$ cat config.mk
export PLATFORM = sky130hd
export DESIGN_NAME = modexp_engine
export DESIGN_NICKNAME = d
export VERILOG_FILES = /design/src/rtl/modexp_engine.sv
export SDC_FILE = /design/constraint.sdc
export NUM_CORES = 1
export LEC_CHECK = 0
export BUFFER_PORTS_ARGS = -buffer_cell sky130_fd_sc_hd__buf_2
export CAP_MARGIN = 20
export CORE_MARGIN = 2
export CORE_UTILIZATION = 62
export DETAILED_ROUTE_END_ITERATION = 7
export PLACE_DENSITY = 0.82
export RECOVER_POWER = 50
export SYNTH_ARGS = -nofsm -noshare
export SYNTH_HDL_FRONTEND = slang
export SYNTH_SLANG_ARGS = --single-unit
$ cat constraint.sdc
create_clock -name clk -period 12.5 [get_ports clk]
set_clock_uncertainty 0.2 [all_clocks]
set_input_delay 0.625 -clock clk [delete_from_list [all_inputs] [get_ports clk]]
set_output_delay 0.625 -clock clk [all_outputs]
set_load 0.01 [all_outputs]
$ cat src/rtl/modexp_engine.sv
// Modular exponentiation engine: result = base^exp mod modulus, with right-to-left or
// left-to-right binary scanning, built around one shared bit-serial interleaved multiplier.
module modexp_engine #(
   parameter int WIDTH     = 32,
   parameter int EXP_WIDTH = 32
) (
   input  logic                 clk,
   input  logic                 rstn,
   input  logic                 start,
   input  logic                 mode,
   input  logic [WIDTH-1:0]     base,
   input  logic [EXP_WIDTH-1:0] exp,
   input  logic [WIDTH-1:0]     modulus,
   output logic                 busy,
   output logic                 done,
   output logic [WIDTH-1:0]     result,
   output logic                 err
);
   localparam int LW = (EXP_WIDTH > 1) ? $clog2(EXP_WIDTH) : 1;
   localparam int SW = $clog2(WIDTH + 1);

   typedef enum logic [2:0] {S_IDLE, S_LOAD, S_REDUCE, S_LOOP, S_FIN} state_t;

   state_t               state;
   logic                 mode_q, ph_q, err_q;
   logic [WIDTH-1:0]     base_q, mod_q, r_q, b_q;
   logic [EXP_WIDTH-1:0] exp_q;
   logic [LW-1:0]        hi_q, j_q, msb, j_inc, nxt_j;
   logic                 nxt_ph, last_op;
   logic [WIDTH-1:0]     ma, mb, mr, op_a, op_b, mul_next;
   logic [SW-1:0]        step;
   logic [WIDTH:0]       dbl, dbl_red, acc, acc_red;

   always_comb begin
      msb = '0;
      for (int i = 0; i < EXP_WIDTH; i++)
         if (exp_q[i]) msb = LW'(i);
   end

   // One multiplier step on WIDTH+1 bits: both partial sums stay below 2N.
   always_comb begin
      dbl      = {mr, 1'b0};
      dbl_red  = (dbl >= {1'b0, mod_q}) ? dbl - {1'b0, mod_q} : dbl;
      acc      = dbl_red + (ma[WIDTH-1] ? {1'b0, mb} : '0);
      acc_red  = (acc >= {1'b0, mod_q}) ? acc - {1'b0, mod_q} : acc;
      mul_next = acc_red[WIDTH-1:0];
   end

   assign j_inc = j_q + 1'b1;

   // Operand selection for the next multiply and the position of the following one.
   always_comb begin
      op_a    = r_q;
      op_b    = b_q;
      nxt_j   = j_q;
      nxt_ph  = 1'b0;
      last_op = 1'b0;
      if (state == S_REDUCE) begin
         op_a = base_q;
         op_b = WIDTH'(1);
         if (!mode_q) begin
            nxt_j  = '0;
            nxt_ph = ~exp_q[0];
         end else begin
            nxt_j   = hi_q - 1'b1;
            last_op = (hi_q == '0);
         end
      end else if (!mode_q) begin
         if (ph_q) begin
            op_a   = b_q;
            nxt_j  = j_inc;
            nxt_ph = ~exp_q[j_inc];
         end else begin
            nxt_ph  = 1'b1;
            last_op = (j_q == hi_q);
         end
      end else begin
         if (ph_q) begin
            nxt_j   = j_q - 1'b1;
            last_op = (j_q == '0);
         end else begin
            op_b = r_q;
            if (exp_q[j_q]) begin
               nxt_ph = 1'b1;
            end else begin
               nxt_j   = j_q - 1'b1;
               last_op = (j_q == '0);
            end
         end
      end
   end

   // NOTE: every register here is assigned with <= so all state updates see pre-edge values.
   always_ff @(posedge clk or posedge rstn) begin
      if (rstn) begin
         state  <= S_IDLE;
         busy   <= 1'b0;
         done   <= 1'b0;
         result <= '0;
         err    <= 1'b0;
         mode_q <= 1'b0;
         ph_q   <= 1'b0;
         err_q  <= 1'b0;
         base_q <= '0;
         mod_q  <= '0;
         exp_q  <= '0;
         r_q    <= '0;
         b_q    <= '0;
         hi_q   <= '0;
         j_q    <= '0;
         ma     <= '0;
         mb     <= '0;
         mr     <= '0;
         step   <= '0;
      end else begin
         done <= 1'b0;
         case (state)
            S_IDLE: begin
               if (start && !done) begin
                  mode_q <= mode;
                  base_q <= base;
                  exp_q  <= exp;
                  mod_q  <= modulus;
                  busy   <= 1'b1;
                  state  <= S_LOAD;
               end
            end
            S_LOAD: begin
               hi_q  <= msb;
               step  <= '0;
               err_q <= 1'b0;
               if (mod_q == '0) begin
                  r_q   <= '0;
                  err_q <= 1'b1;
                  state <= S_FIN;
               end else if (mod_q == WIDTH'(1)) begin
                  r_q   <= '0;
                  state <= S_FIN;
               end else if (exp_q == '0) begin
                  r_q   <= WIDTH'(1);
                  state <= S_FIN;
               end else begin
                  state <= S_REDUCE;
               end
            end
            S_REDUCE, S_LOOP: begin
               if (step == '0) begin
                  ma   <= op_a;
                  mb   <= op_b;
                  mr   <= '0;
                  step <= SW'(1);
               end else begin
                  mr <= mul_next;
                  ma <= {ma[WIDTH-2:0], 1'b0};
                  if (step == SW'(WIDTH)) begin
                     step <= '0;
                     if (state == S_REDUCE) begin
                        b_q <= mul_next;
                        r_q <= mode_q ? mul_next : WIDTH'(1);
                     end else if (!mode_q && ph_q) begin
                        b_q <= mul_next;
                     end else begin
                        r_q <= mul_next;
                     end
                     j_q   <= nxt_j;
                     ph_q  <= nxt_ph;
                     state <= last_op ? S_FIN : S_LOOP;
                  end else begin
                     step <= step + 1'b1;
                  end
               end
            end
            S_FIN: begin
               result <= r_q;
               err    <= err_q;
               done   <= 1'b1;
               busy   <= 1'b0;
               state  <= S_IDLE;
            end
            default: state <= S_IDLE;
         endcase
      end
   end
endmodule

# [After elaboration in Yosys (flattened, before gate mapping)]
# Index checks and enable logic that the tools add are counted.
[totals] in_bits=100 latch_bits=0 reg_bits=313 out_inout_bits=35 wordCells=158 n_memories=0 ram_bits=0 rom_bits=0
[classes] reduce_logical=23 mul=0 addsub=7 shifts=0 bitwise=3 n_eq_ne=13 mux=89 magnitude_cmp=4 n_div=0
[ops] op="32-bit 2-to-1 mux" count=19
[ops] op="5-bit 2-to-1 mux" count=36
[ops] op="33-bit by 32-bit >= comparator with 1-bit output" count=2
[ops] op="32-bit logical NOT" count=2
[ops] op="32-bit case mux with 2 select lines" count=1
[ops] op="33-bit by 32-bit adder with 33-bit output" count=1
[ops] op="33-bit 2-to-1 mux" count=1
[ops] op="33-bit by 32-bit subtractor with 33-bit output" count=1
[ops] op="32-bit by 1-bit equality test with 1-bit output (second input constant)" count=1
[ops] op="32-bit subtractor" count=1
[ops] op="3-bit 2-to-1 mux" count=7
[ops] op="1-bit 2-to-1 mux" count=18
[ops] op="5-bit by 6-bit less-than comparator with 1-bit output (second input constant)" count=2
[ops] op="6-bit 2-to-1 mux" count=2
[ops] op="6-bit case mux with 2 select lines" count=1
[ops] op="1-bit binary-select mux with 5-bit select" count=2
[ops] op="5-bit logical NOT" count=2
[ops] op="5-bit AND reduction" count=2
[ops] op="5-bit by 1-bit subtractor with 5-bit output (second input constant)" count=2
[ops] op="3-bit case mux with 3 select lines" count=1
[ops] op="6-bit by 1-bit adder with 6-bit output (second input constant)" count=1
[ops] op="3-bit by 2-bit equality test with 1-bit output (second input constant)" count=2
[ops] op="6-bit equality test (second input constant)" count=1
[ops] op="6-bit logical NOT" count=1
[ops] op="19 further kinds" count=30

# [Longest topological paths before layout]
# Gate-level depths: netlist of the first run.
[depth] depth_word=31 depth_mapped=36

# [Least setup slack after synthesis of the first run]
# OpenSTA, ideal clock, no wires.
[synth_timing] kind="flip-flop to flip-flop" from="register mod_q[12]" to="register b_q[21]" stages_incl_launch_ff=35 n_path_buf=3 setup_slack_ps=5323 required_ps=12175 setup_ps=125 arrival_time_ps=6852 period_less_slack_ps=7177 path_cell_list="dfrtp_1 > inv_1 > ha_1 > clkbuf_1 > o21ai_0 > a211oi_1 > o2111ai_2 > nand3b_1 > nand2_1 > o21ai_1 > clkbuf_1 > and2_1 > ha_1 > inv_1 > fa_1 > nand2b_1 > a21oi_1 > o21bai_1 > a31oi_1 > o21ai_0 > a21boi_0 > o21ai_0 > a31oi_1 > ha_1 > nand4_1 > or3b_2 > nand3_1 > a21o_1 > o211a_1 > a31oi_1 > o31ai_2 > or2_1 > buf_6 > mux2_4 > mux2_2"
[synth_via] elab_chain_cells=7
[synth_rtl] element="from (decl)" line="26" rtl="logic [WIDTH-1:0] base_q, mod_q, r_q, b_q;"
[synth_rtl] element="from (signal assigned)" line="123" rtl="mod_q <= modulus;"
[synth_rtl] element="33-bit by 32-bit subtractor with 33-bit output / 33-bit by 32-bit >= comparator with 1-bit output (equally long branches)" line="43" rtl="dbl_red = (dbl >= {1'b0, mod_q}) ? dbl - {1'b0, mod_q} : dbl;"
[synth_rtl] element="33-bit 2-to-1 mux" line="43"
[synth_rtl] element="33-bit by 32-bit adder with 33-bit output" line="44" rtl="acc = dbl_red + (ma[WIDTH-1] ? {1'b0, mb} : '0);"
[synth_rtl] element="32-bit subtractor / 33-bit by 32-bit >= comparator with 1-bit output (equally long branches)" line="45" rtl="acc_red = (acc >= {1'b0, mod_q}) ? acc - {1'b0, mod_q} : acc;"
[synth_rtl] element="32-bit 2-to-1 mux (*)" line="45"
[synth_rtl] element="32-bit 2-to-1 mux" line="160" rtl="end else if (!mode_q && ph_q) begin"
[synth_rtl] element="32-bit 2-to-1 mux (*)" line="157" rtl="if (state == S_REDUCE) begin"
[synth_rtl] element="to (signal assigned)" line="158" rtl="b_q <= mul_next;"
[synth_rtl] element="to (signal assigned)" line="161" rtl="b_q <= mul_next;"
[synth_rtl] element="to (decl)" line="26"
# Mark *: on every way between the ends. The rest lies on a longest branch, timed or not. The select of a mux whose other input is x is not followed.
# A chain may end at the register's enable or synchronous reset.

# [Worst setup path in the final report of the first run]
[layout_timing] from="register mod_q[1]" to="register mr[20]"
[layout_via] elab_chain_cells=6
[layout_rtl] element="33-bit by 32-bit subtractor with 33-bit output / 33-bit by 32-bit >= comparator with 1-bit output (equally long branches)" line="43"
[layout_rtl] element="33-bit 2-to-1 mux" line="43"
[layout_rtl] element="33-bit by 32-bit adder with 33-bit output" line="44"
[layout_rtl] element="32-bit subtractor / 33-bit by 32-bit >= comparator with 1-bit output (equally long branches)" line="45"
[layout_rtl] element="32-bit 2-to-1 mux (*)" line="45"
[layout_rtl] element="32-bit 2-to-1 mux (*)" line="147" rtl="if (step == '0) begin"
[layout_rtl] element="to (signal assigned)" line="153" rtl="mr <= mul_next;"
[layout_rtl] element="to (decl)" line="30" rtl="logic [WIDTH-1:0] ma, mb, mr, op_a, op_b, mul_next;"
# Mark *: on every way between the ends. The rest lies on a longest branch, timed or not.

==> impl_metrics.ini, run 1 <==
[status]
status = finished, violations left
violations = capacitance limit, slew limit

[flow_run]
maxCapViolCount = 4

[global_routing]
grt_usage = 0.341
grt_pass1_wl_um = 90200
grt_max_degree = 111
overflow = 0
antenna_found_initial = 0
grt_pass1_vias = 16728

[worst_setup_path]
required_ns = 12.69
path_class = register to register
crit_slowest_cell = mux2i_1
cp_max_fo = 28
cp_slowest_stage_delay_ns = 0.63
startpoint_type = register
worstPathArrival_ns = 9.31
end_kind = register

[logic_synthesis]
synth-compound-area-share = 0.194
syn_avg_cell_area_um2 = 9.01
ys_seq_area_frac = 0.394
synth_edf_count = 0
synth_top_family_by_area = compound AO/OA/AOI/OAI gates
syn_area_um2 = 19900
ys.flop_type = dfrtp_1
syn_inst = 2204
synth_fa_ha_area_frac = 0.0666
synthSimpleGateAreaFrac = 0.150
ys_ff_latch = 313
synth_cell_types = 73
synth-xor-area-share = 0.0409
yosys_warnings = 0
synthMuxAreaShare = 0.116
async_reset_ff_frac = 1.00
synth_nets = 2408

[routing]
wire_per_inst_um = 21.0
dr.first_iter.drc_count = 1739
drc = 0
routed_wirelength_um = 57000
vias = 17222
detail-route-antenna-nets = 0
firstDrtPassIters = 8
viasPerCell = 6.35

[floorplanning]
die_area_um2 = 33500
io_pins = 135
core_area_um2 = 31600
initial_utilization = 0.630
die_w_um = 183
row_count = 65
die_y_um = 183

[timing]
finalCritPeriodShare = 0.730
fin_setup_tns_ns = 0
hold_viol_final = 0
slew_headroom = -2.29
fmax_ghz = 0.110
finalWorstPathRequiredPeriod_ns = 9.12
maxSlewViolCount = 306
finalSetupViolCount = 0
rsz0062_at_grt = false
worst_pin_slew_ns = 4.91

[power]
power_density_nw_per_um2 = 96.5
seqPwrFrac = 0.479
comb_power_share = 0.017
power.share.clock = 0.504
vdd_drop_max_uv = 103
p_sw_frac = 0.222
p_leak_nw = 10.4
internal-power_mw = 1.65
p_sw_mw = 0.471

[finish]
seqCellArea_um2 = 7830
area_growth_pct = 10.5
drive_gt1_frac = 0.158
fin_util = 0.696
layout.nets = 2487
multi_input_area_um2 = 11300
antenna_cells = 0
n_fill_cell = 2457

[clocking]
numClockSinks = 313
cts_hold_buffers = 0
cts_resized = 0
ctsHtreeMaxLevel = 2
cts_setup_buffers = 0
numCtsBuffers = 36
ctsRootBufferMaster = clkbuf_16
cts_tree = built
insertion_delay_ns = 0.55
clock_path_buffers = 3
clk_pin_slew_ns = 0.06

[placed_design]
dp_hpwl_um = 40500
routabilityCongestion = 0.959
portBuffers = 134

[min_path]
hp-class = primary input to register
-- routing by layer --
layer | share of wire | up-vias | global-route usage
met4 | 0.026 | 0 | 0.0970
li1 | - | 8027 | -
met5 | 0 | - | 0
met3 | 0.085 | 102 | 0.0566
met1 | 0.43 | 8360 | 0.491
met2 | 0.45 | 733 | 0.536
-- synthesized netlist by cell type (all sizes together), types with 4 or more instances --
cell type  count  area [um2]
nor3b          5        37.5
and2          33         206
o21bai        18         135
xor2          30         263
a211o          4        35.0
mux2i         29         290
or2            7        43.8
nor3          16        80.1
inv           82         308
xnor2         62         551
nand4         19         119
a21o          39         293
and3          12        75.1
mux4          20         450
a31o           8        70.1
a22o           6        52.6
dfrtp        313        7830
ha           101        1260
nor2b         13        81.3
o31ai         10        80.1
o21ai        264        1320
nor2         120         450
nor4          18         113
o22ai          4        25.0
a21oi        164         821
buf           12        68.8
a31oi         10        68.8
nand2b        17         106
a2111oi        5        43.8
o21a          17         128
or3            5        31.3
and4           4        35.0
nand2        359        1350
o31a           5        43.8
nand3         30         150
mux2         138        1560
a211oi        19         143
o211ai        10        75.1
clkbuf       103         387
a311oi        32         280
-- worst max-delay path: cells and delay by family (launching register included) --
family | cells | cell delay (ns)
simple gates | 9 | 1.96
buf+inv | 4 | 0.83
mux | 1 | 0.63
compound gates | 16 | 3.73
flops | 1 | 0.44
fa+ha+maj | 4 | 1.12
-- through the flow --
step                power [mW]  setup WS, ns  area [um2]  hold WS (ns)  cells
detailed placement        1.07          3.63       20800         0.267   2645
global route              2.17          2.84       21900        0.0890   2710
CTS                       2.13          3.53       22000        0.0562   2708
global placement          1.07          3.68       20800         0.255   2644
floorplan                 1.05          3.02       19900         0.241   2204
finish                    2.12          3.38       21900        0.0822   2710
-- registers in the layout (all words and copies together), names as in the netlist, 3 cells and up --
register and count:
state 3, ma 32, mr 32, base_q 32, hi_q 5, mod_q 32
mb 32, result 32, b_q 32, step 6, exp_q 32, j_q 5
r_q 32
-- power groups by stage --
stage	sequential [mW]	clock (mW)	combinational, mW
5_1_grt	1.01	1.12	0.0414
6_report	1.01	1.07	0.0359
4_1_cts	1.01	1.08	0.0377
3_5_place_dp	1.03	0	0.0374
3_3_place_gp	1.03	0	0.0369
2_1_floorplan	1.03	0	0.0149
-- cells by family after synthesis --
group | Yosys count
compound gates | 641
xor+xnor | 92
fa+ha+maj | 104
buf+inv | 197
flops | 313
mux | 187
simple gates | 670
-- layout make-up --
class                      count  area share
multi-input combinational   1694       0.515
sequential                   313       0.357
clock buffer                  48      0.0467
timing repair buffer         156      0.0372
tap                          402      0.0229
inverter                      82      0.0141
clock inverter                15     0.00730
-- worst paths after layout --
path	start	to	slack [ns]	cells after the start
worst max register to register	mod_q[1]$_DFFE_PP0P_	mr[20]$_DFFE_PP0P_	3.38	34
worst min register to register	mb[10]$_DFFE_PP0P_	mb[10]$_DFFE_PP0P_	0.28	2
worst min-delay path	modulus[0]	mod_q[0]$_DFFE_PP0P_	0.08	3
max in group asynchronous	rstn	b_q[31]$_DFFE_PP0P_	5.25	4
worst max-delay path	mod_q[1]$_DFFE_PP0P_	mr[20]$_DFFE_PP0P_	3.38	34
min in group asynchronous	rstn	exp_q[18]$_DFFE_PP0P_	1.38	2
-- layout by cell type, fill, tap and decap left out, types with 18 or more instances in the layout --
cell / netlist / final
nor2_1: 120 / 118
a311oi_1: 32 / 32
mux2_2: 137 / 137
nand3_1: 30 / 30
ha_1: 101 / 101
o21bai_1: 18 / 18
a211oi_1: 19 / 19
inv_1: 82 / 81
xor2_1: 30 / 30
a21oi_1: 164 / 164
xnor2_1: 61 / 61
clkbuf_1: 103 / 43
mux4_2: 20 / 20
buf_2: 1 / 99
nand4_1: 19 / 19
o21ai_0: 255 / 255
mux2i_1: 29 / 29
a21o_1: 39 / 39
and2_1: 32 / 32
nor4_1: 18 / 18
nand2_1: 359 / 358
dfrtp_1: 313 / 312
clkbuf_16: 0 / 36
(Power assumes the default switching activity.)
==> run 2, diff against run 1 <==
--- a/config.mk
+++ b/config.mk
@@ -5,12 +5,13 @@
 export SDC_FILE = /design/constraint.sdc
 export NUM_CORES = 1
 export LEC_CHECK = 0
+export ABC_AREA = 1
 export BUFFER_PORTS_ARGS = -buffer_cell sky130_fd_sc_hd__buf_2
 export CAP_MARGIN = 20
 export CORE_MARGIN = 2
-export CORE_UTILIZATION = 62
+export CORE_UTILIZATION = 56
 export DETAILED_ROUTE_END_ITERATION = 7
-export PLACE_DENSITY = 0.82
+export PLACE_DENSITY = 0.79
 export RECOVER_POWER = 50
 export SYNTH_ARGS = -nofsm -noshare
 export SYNTH_HDL_FRONTEND = slang
==> constraint.sdc (replaced) <==
create_clock -name clk -period 8 [get_ports clk]
set_clock_uncertainty 0.2 [all_clocks]
set_input_delay 0.4 -clock clk [delete_from_list [all_inputs] [get_ports clk]]
set_output_delay 0.4 -clock clk [all_outputs]
set_load 0.01 [all_outputs]
==> run 2 against run 1 <==
The flow still finishes with violations (capacitance limit, slew limit); flip-flop and latch count stayed put; global-route usage is 0.72 points higher; sequential share of layout area is 1.5 points lower; synthesized cell count is 15% higher; area after synthesis is 1.1% lower; worst hold slack better by 0.19 ns; maximum frequency is 23% higher; clock-buffer cell count is 4 lower; total power grew to 3.0 times the previous value; largest power group is now combinational logic; highest routed layer unchanged.
==> impl_metrics.ini, run 2 <==
[logic_synthesis]
yosys.area.top_type_share = 0.399
syn_area_um2 = 19600
synth_most_common_cell = nand2_1
syn_inst = 2529
ys_seq_area_frac = 0.399
synth-xor-area-share = 0.0415
synthTopCellsByArea = dfrtp_1, nand2_1, o21ai_0
netlist_top_cells_count = nand2_1, dfrtp_1, inv_1
synth_cell_types = 60
synth_nets = 2733
synth_fa_ha_area_frac = 0.0674
async_reset_ff_frac = 1.00
yosysTopAreaCell = dfrtp_1
ys_ff_latch = 313
synthSimpleGateAreaFrac = 0.191
synthMuxAreaShare = 0.0352
synth_top_family_by_area = compound AO/OA/AOI/OAI gates
yosys_warnings = 0
ys.flop_type = dfrtp_1
syn_avg_cell_area_um2 = 7.77
synth_edf_count = 0
synth-compound-area-share = 0.193

[finish]
fin_area_um2 = 22900
n_fill_cell = 2974
layout_common_cells = nand2_1, dfrtp_1, inv_1, o21ai_0, a21oi_1
drive_gt1_frac = 0.0997
layout.nets = 2938
final_common_cell = nand2_1
area_growth_pct = 16.7
antenna_cells = 0

[routing]
dr.first_iter.drc_count = 1552
top_layer = met4
met2WireLength_um = 30500
dr_wl_met3_um = 3690
viasPerCell = 5.86
routed_wirelength_um = 62900
wire_per_inst_um = 19.6
vias = 18822
wl_met1_um = 25200
drc = 0
detail-route-antenna-nets = 0
firstDrtPassIters = 6

[timing]
slew_headroom = -1.66
fin_setup_tns_ns = 0
finalSetupViolCount = 0
finalWorstPathRequiredPeriod_ns = 7.44
hold_viol_final = 0
fin_ws_ns = 0.558
worst_pin_slew_ns = 3.99
fmax_ghz = 0.134
finalCritPeriodShare = 0.930
maxSlewViolCount = 306

[placed_design]
dp_hpwl_um = 45200
portBuffers = 134
placed_area_um2 = 20800
pre_cts_slack_ns = 0.228
routabilityCongestion = 1.00

[power]
p_leak_nw = 11.3
vdd_drop_max_uv = 222
power_density_nw_per_um2 = 279

[global_routing]
overflow = 0
grt_max_degree = 85
grt_usage = 0.348
antenna_found_initial = 0
grt_pass1_wl_um = 99200
grt_pass1_vias = 18710

[worst_setup_path]
startpoint = mod_q[1]$_DFFE_PP0P_
critical-path-top-delay-family = compound AO/OA/AOI/OAI gates
cp_slowest_stage_delay_ns = 0.41
worstPathArrival_ns = 7.66
worst-path-buf-inv = 7
cp_max_fo = 14
path_class = register to register
r2r-start = mod_q[1]$_DFFE_PP0P_
startpoint_type = register
crit_top_cell = inv_1
required_ns = 8.22
crit_slowest_cell = dfrtp_2
end_kind = register

[clocking]
numCtsBuffers = 36
clk_pin_slew_ns = 0.06
ctsRootBufferMaster = clkbuf_16
cts_tree = built
insertion_delay_ns = 0.56
clock_path_buffers = 3
numClockSinks = 313
ctsHtreeMaxLevel = 2

[floorplanning]
die_area_um2 = 36600
initial_utilization = 0.569
die_w_um = 191
io_pins = 135
row_count = 68
die_y_um = 191
core_area_um2 = 34500

[flow_run]
maxCapViolCount = 5

[min_path]
hp-class = register to register
hold_path.startpoint = busy$_DFFE_PP0P_

[status]
status = finished, violations left
violations = capacitance limit, slew limit
-- run 2: cell count changes after synthesis, sizes merged, moves of 32 or more --
cell	delta
a21oi	+87
a311oi	-32
and2	-32
inv	+192
mux2	-105
nand2	+174
nand3	+110
nor2	+42
o21ai	+41
-- run 2: kinds of logic after synthesis --
family / after synthesis
buffers and inverters: 379
multiplexers: 65
AND/OR/NAND/NOR: 898
AO/OA/AOI/OAI: 677
adder cells (fa/ha/maj): 104
flip-flops: 313
XOR/XNOR: 93
-- run 2: through the flow --
step | utilization | cells | total power [mW] | hold slack [ns]
after floorplan | - | 2529 | 3.87 | 0.253
after global placement | 0.601 | 3047 | 4.57 | 0.250
after detailed placement | 0.601 | 3047 | 4.62 | 0.253
after CTS | 0.663 | 3206 | 6.32 | 0.269
after global routing | 0.663 | 3212 | 6.75 | 0.292
final | 0.663 | 3212 | 6.39 | 0.271
-- run 2: worst min-delay path, stage by stage, from the launching register on --
cell and delay, ns:
dfrtp_1 0.34, nand2_1 0.05, nand2_1 0.04
-- run 2: per-layer routing --
layer,track usage,vias to the layer above
met5,0,-
met4,0.192,0
met3,0.0437,202
met2,0.590,752
met1,0.433,8942
li1,-,8926
-- run 2: where the power goes --
group | switching (mW) | internal [mW] | leakage [nW]
logic | 1.69 | 0.839 | 6.71
registers | 0.265 | 1.93 | 4.01
clock network | 0.701 | 0.969 | 0.566
-- run 2: what timing repair did --
item                       in CTS  in global routing
setup endpoints to repair       0                 96
buffers inserted                0                  3
resized for setup               0                 12
hold buffers                   98                  0
hold endpoints to repair      120                  0
-- run 2: area by class of cell --
cell class                 count  area, um2  share of cell area
clock buffer                  44        972              0.0424
inverter                     277       1040              0.0454
clock inverter                17        196             0.00857
tap                          455        569              0.0248
multi-input combinational   1837      10400               0.454
timing repair buffer         269       1900              0.0829
sequential                   313       7830               0.342
-- run 2: final timing paths --
check                                            to  slack [ns]  depth (start not counted)
min in group asynchronous        r_q[8]$_DFFE_PP0P_        0.47                          3
max in group asynchronous        ma[20]$_DFFE_PP0P_        2.48                          5
worst max register to register  r_q[28]$_DFFE_PP0P_        0.56                         43
worst min-delay path               busy$_DFFE_PP0P_        0.27                          2
worst min register to register     busy$_DFFE_PP0P_        0.27                          2
worst max-delay path            r_q[28]$_DFFE_PP0P_        0.56                         43
